## src/rtl/fetch_stall_ctrl.sv

```systemverilog
// IF/ID control: load-use hazard stall, fixed-length multi-cycle EX freeze, branch flush,
// and a saturating stall-cycle counter. Outputs are combinational from state and inputs.
module fetch_stall_ctrl #(
   parameter int MC_LATENCY = 4,
   parameter int CNT_W      = 4,
   parameter int PERF_W     = 16
) (
   input  logic              Clk,
   input  logic              Reset,
   input  logic [31:0]       InstructionDecode,
   input  logic              IDEX_MemRead,
   input  logic [4:0]        IDEX_Rt,
   input  logic              BranchTaken,
   input  logic              MultiCycleStart,
   output logic              PCWrite,
   output logic              IFIDWrite,
   output logic              IFIDFlush,
   output logic              ControlBubble,
   output logic              Busy,
   output logic [PERF_W-1:0] StallCycles
);

   typedef enum logic {RUN, MC_WAIT} state_t;

   state_t           state, state_nxt;
   logic [CNT_W-1:0] cnt, cnt_nxt;

   logic [5:0] op;
   logic [4:0] rs, rt;
   logic       uses_rt;
   logic       load_use;
   logic       unused_bits;

   assign op          = InstructionDecode[31:26];
   assign rs          = InstructionDecode[25:21];
   assign rt          = InstructionDecode[20:16];
   assign unused_bits = ^InstructionDecode[15:0];

   // R-type, beq/bne and stores read rt as a source; everything else only reads rs.
   assign uses_rt = (op == 6'h00) || (op == 6'h04) || (op == 6'h05) ||
                    (op == 6'h28) || (op == 6'h29) || (op == 6'h2B);

   assign load_use = IDEX_MemRead && (IDEX_Rt != 5'd0) &&
                     ((IDEX_Rt == rs) || (uses_rt && (IDEX_Rt == rt)));

   always_ff @(posedge Clk) begin
      if (Reset) begin
         state <= RUN;
         cnt   <= '0;
      end else begin
         state <= state_nxt;
         cnt   <= cnt_nxt;
      end
   end

   always_comb begin
      state_nxt = state;
      cnt_nxt   = cnt;
      case (state)
         RUN: begin
            if (MultiCycleStart) begin
               state_nxt = MC_WAIT;
               cnt_nxt   = CNT_W'(MC_LATENCY - 1);
            end
         end
         MC_WAIT: begin
            if (cnt == '0) state_nxt = RUN;
            else           cnt_nxt   = cnt - 1'b1;
         end
         default: begin
            state_nxt = RUN;
            cnt_nxt   = '0;
         end
      endcase
   end

   // Flush is only ever raised with IFIDWrite low, since the register favours write over clear.
   always_comb begin
      PCWrite       = 1'b1;
      IFIDWrite     = 1'b1;
      IFIDFlush     = 1'b0;
      ControlBubble = 1'b0;
      Busy          = 1'b0;
      if (Reset) begin
         PCWrite       = 1'b0;
         IFIDWrite     = 1'b0;
         IFIDFlush     = 1'b1;
         ControlBubble = 1'b1;
      end else if (state == MC_WAIT) begin
         PCWrite       = 1'b0;
         IFIDWrite     = 1'b0;
         ControlBubble = 1'b1;
         Busy          = 1'b1;
      end else if (load_use) begin
         PCWrite       = 1'b0;
         IFIDWrite     = 1'b0;
         ControlBubble = 1'b1;
      end else if (BranchTaken) begin
         IFIDWrite     = 1'b0;
         IFIDFlush     = 1'b1;
      end
   end

   always_ff @(posedge Clk) begin
      if (Reset)
         StallCycles <= '0;
      else if (!PCWrite && (StallCycles != {PERF_W{1'b1}}))
         StallCycles <= StallCycles + 1'b1;
   end

endmodule

```

## config.mk

```make
export PLATFORM = sky130hd
export DESIGN_NAME = fetch_stall_ctrl
export DESIGN_NICKNAME = d
export VERILOG_FILES = /design/src/rtl/fetch_stall_ctrl.sv
export SDC_FILE = /design/constraint.sdc
export NUM_CORES = 1
export LEC_CHECK = 0
export ABC_CLOCK_PERIOD_IN_PS = 5300
export CAP_MARGIN = 30
export CORE_UTILIZATION = 53
export CTS_CLUSTER_DIAMETER = 100
export DETAILED_ROUTE_END_ITERATION = 8
export DONT_BUFFER_PORTS = 1
export PLACE_DENSITY = 0.71
export SKIP_LAST_GASP = 1
export SLEW_MARGIN = 15
export SYNTH_ARGS = -nofsm -noshare
export SYNTH_HDL_FRONTEND = slang
export SYNTH_SLANG_ARGS = --single-unit
```

## constraint.sdc

```tcl
create_clock -name Clk -period 5.3 [get_ports Clk]
set_input_delay 1.06 -clock Clk [delete_from_list [all_inputs] [get_ports Clk]]
set_output_delay 1.06 -clock Clk [all_outputs]
set_load 0.01 [all_outputs]
```

=== After elaboration in Yosys (flattened, before gate mapping) ===
Index checks and enable logic that the tools add are counted.
Widths: inputs -> output; s select.

* Register bits after elaboration: 21
* Input bits: 42
* Output and inout port bits: 21
* Logic and storage cells: 53

* Add/subtract/negate cells: 2
* Equal/unequal tests: 10
* Mux-type cells: 22
* Bitwise gates (word level): 1
* Reduce and logical (&&, ||, !) cells: 15

{| class="wikitable"
|+ Operators with widths
! cell !! count
|-
| $eq 6x6->1 const B || 3
|-
| $mux 1 || 18
|-
| $add 16x1->16 const B || 1
|-
| $ne 16x16->1 const B || 1
|-
| $eq 6x3->1 const B || 2
|-
| $eq 5x5->1 || 2
|-
| $mux 4 || 2
|-
| $pmux 4 s2 || 1
|-
| $logic_not 6->1 || 1
|-
| $logic_or 1x1->1 || 6
|-
| $reduce_bool 5->1 || 1
|-
| $logic_and 1x1->1 || 4
|-
| $logic_not 4->1 || 1
|-
| $ne 2x2->1 const B || 2
|-
| $sub 4x1->4 const B || 1
|-
| $pmux 1 s2 || 1
|-
| $reduce_and 2->1 || 1
|-
| $logic_not 1->1 || 1
|-
| $not 1->1 || 1
|}

=== Depth between registers and ports, before layout ===
* Depth after elaboration: 14
* Gate-level depth with buffers: 9
* Gate-level depth less buffers: 7

=== Worst setup path before layout ===
No wires, ideal clock.

* Kind: in2out
* Start: input IDEX_Rt[1]
* End: output IFIDWrite
* Arrival: 2.486 ns
* Required time: 4.240 ns
* Slack: 1.754 ns
* Cell stages on the path: 6
* Buffers on the path: 1
* Path through: or4_1 -> o21ai_2 -> and4b_4 -> or2_1 -> buf_6 -> nor2_1

* Longest elaborated chain between the ends: 7
* Elaborated cells on any way between the ends: 10
* Those cells by class: 2 x eq/ne; 3 x mux; 5 x reduce/logical

{| class="wikitable"
|+ Ends and longest elaborated chain
! item !! line !! source
|-
| from (decl) || 12 || <nowiki>input logic [4:0] IDEX_Rt,</nowiki>
|-
| $eq 5x5->1 || 44 || <nowiki>((IDEX_Rt == rs) || (uses_rt && (IDEX_Rt == rt)));</nowiki>
|-
| $logic_and 1x1->1 || 44 ||
|-
| $logic_or 1x1->1 || 44 ||
|-
| $logic_and 1x1->1 * || 43 || <nowiki>assign load_use = IDEX_MemRead && (IDEX_Rt != 5'd0) &&</nowiki>
|-
| $mux 1 * || 94 || <nowiki>end else if (load_use) begin</nowiki>
|-
| $mux 1 * || 89 || <nowiki>end else if (state == MC_WAIT) begin</nowiki>
|-
| $mux 1 * || 84 || <nowiki>if (Reset) begin</nowiki>
|-
| to (decl) || 16 || <nowiki>output logic IFIDWrite,</nowiki>
|}

Every way passes the cells marked *; elsewhere a longest branch is shown, timed or not.

=== Worst setup path in the final report ===
Same ends and word-level chain as after synthesis.

==> metrics <==
max cap viols=0; max-slew violation count=0; Worst setup EP type=output pin; Worst Clk Skew=around 4 ps; clock power share=a little over a quarter; Worst Hold Class=register to register; Port Buf Inserts=0; f_max=approximately 270 MHz; clk_lat worst skew=about 300 ps; Vias/cell=between 6 and 7; Final GP Congestion=between 0.7 and 0.8; area of the die=approximately 2600 um2; Final #Nets=just under 200; CP Cell Sequence=or4_1, o21ai_2, and4b_4, or2_1, nor2_1; Setup Total Neg Slack=0 ps; Die W=between 50 and 60 um; CP delay by family, top=simple AND/OR/NAND/NOR gates; Worst IR Drop VDD=~0.19 mV; Flop pwr share=59.3%; Sink Count=21; CP max stage cell=or4_1; Arr. time, crit path=between 2000 and 3000 ps; RSZ-0062 raised after global routing=no; initial drt markers=24; Post-synth ARST share=0%; Via Count=approximately 1100; worst path bufs/invs=0; drt wl/cell=~14 um; Initial Utilization=between 50 and 60%; DRC viols=0; Pwr Density=225 nW/um2; count of final hold-check violations=0; #FFs+latches synth=21; Tmin final=3650 ps; Net Sw Frac=between 20% and 30%; worst endpoint required time=4240 ps; Congestion Overflow GR=0; CP max FO=8; global-route wire length before repair=3.95 mm; Sw Pwr=about 0.000079 W; synthesized cell area=1270 um2; TritonCTS clock tree=yes; clk slew on worst S/H paths=~120 ps; Rows=17; Post-Synthesis Cells=157; Num CTS Buffers=3; EDFF count, synth=0; met3 Track Usage GR=about 6.5%; Max-slew headroom=52.0%; Routed Antenna Nets=0; P_int=between 0.0002 and 0.00025 W; status=completed; filler instances=~230; core area=around 2200 um2; P&R area growth vs syn=1.08%; H-tree depth=1; area of the multi-input gates=between 700 and 800 um2; CP max stage delay=530 ps; Mapped Nets=201; area leader, netlist=dfxtp_1; dominant cells by area after synthesis=dfxtp_1 33%, a21oi_1 5.1%, nor2_1 5.0%, xor2_1 4.8%, nand3_1 3.9%; clock root buffer master=clkbuf_4; Synth warnings=0; Register Area=approximately 420 um2; layout cell share with drive strength beyond 1=8.44%; Antenna diodes=0; Netlist cell types=41; largest net degree at the start of global routing=29; number of setup buffers added after CTS=0; most common cell after layout, fill and taps aside=dfxtp_1; Comb pwr share=between 10% and 20%; Worst Setup Start Kind=input port; Yosys top cell area share=around a third; routed wire length=2.63 mm; sequential share of the synthesized area=roughly 33%; DRT Pass-1 Iters=4; io pins=63; GRT Util Overall=between 20 and 25%; Hold Buf Count CTS=0; slew at the pin closest to its max-slew limit=719 ps; met1 Usage GRT=between 20 and 25%; GRT Max-Usage Layer=met2; final setup violation count=0; CTS Buffer Depth=2; post-detail-place hpwl=1.98 mm; die extent in y=around 51 um; P_leak=approximately 0.44 nW; Synth Flop Type=dfxtp_1; number of global-route vias before repair=around 970; mean area per synthesized cell=around 8 um2; GR Util met2=35.1%; initial antenna violation count=0; worst setup path class=input port to output pin; worst hold slack=around 470 ps; post_cts resized=0; Final Cycle Share=between 60% and 70%; commonest non-fill, non-tap cells in the layout=21 x dfxtp_1, 17 x nor2_1, 13 x a21oi_1
cell usage after synthesis (all sizes together), types with 2 or more instances:
library cell,n
inv,9
ha,2
nand3,10
o21ai,10
clkbuf,3
mux2i,2
nand3b,2
nor2,17
xnor2,4
or3,7
nor2b,2
o31ai,2
a211oi,2
and2,2
buf,4
nor4,4
nor3,5
a21oi,13
or4,2
xor2,7
and3,3
mux2,4
dfxtp,21
nand2,8
registers in the layout, indices dropped and copies added, names as in the netlist:
signal,cells
state,1
StallCycles,16
cnt,4
worst reg2reg max path, stage by stage, from the launching register on:
cell      delay, ps
dfxtp_1         480
ha_1            250
nand2_1          90
nor3_1          570
nand3b_1        250
o21ai_2         350
nor4_1          160
mux2_4          320
cell families after synthesis:
kind of cell    after synthesis  share of synthesized area (%)
fa+ha+maj                     2                           1.97
xor+xnor                     11                           7.58
flops                        21                           33.1
buf+inv                      16                           6.50
compound gates               34                           17.3
mux                           6                           5.71
simple gates                 67                           27.9
area by class of cell:
cell class              instances  area share, %
clock buffers                   3           1.75
clock inverters                 1          0.389
inverters                       9           2.63
multi-input cells             120           59.8
flip-flops and latches         21           32.7
well taps                      28           2.73
routing by layer:
layer  vias to the layer above  part of all wire, %
met4                         0                  1.3
li1                        556                    -
met2                        30                   47
met5                         -                    0
met3                         5                  7.1
met1                       510                   45
final timing paths:
| kind | slack, ps | end | start | cells past startpoint |
|---|---|---|---|---|
| worst max-delay path | 1650 | IFIDWrite | IDEX_Rt[1] | 5 |
| worst min-delay path | 470 | cnt[0] | cnt[0] | 1 |
| worst max register to register | 2730 | StallCycles[11] | StallCycles[0] | 7 |
| worst min register to register | 470 | cnt[0] | cnt[0] | 1 |
power by group through the flow:
stage	Clock [W]	Sequential [W]	Combinational [W]
floorplan	0	0.000173	0.0000439
detailed placement	0	0.000175	0.0000419
CTS	0.0000791	0.000172	0.0000420
finish	0.0000760	0.000172	0.0000417
global placement	0	0.000175	0.0000398
global route	0.0000859	0.000173	0.0000462
metrics by stage:
stage | utilization [%] | instance area [um2] | std cells | setup slack [ps] | total power, W
after floorplan | - | 1270 | 157 | 1750 | 0.000217
after global placement | 56.3 | 1260 | 178 | 1640 | 0.000215
after detailed placement | 56.3 | 1260 | 178 | 1630 | 0.000217
after CTS | 57.5 | 1280 | 182 | 1630 | 0.000293
after global routing | 57.5 | 1280 | 182 | 1570 | 0.000305
final | 57.5 | 1280 | 182 | 1650 | 0.000289
No activity file was read; power rests on OpenSTA's default activity.
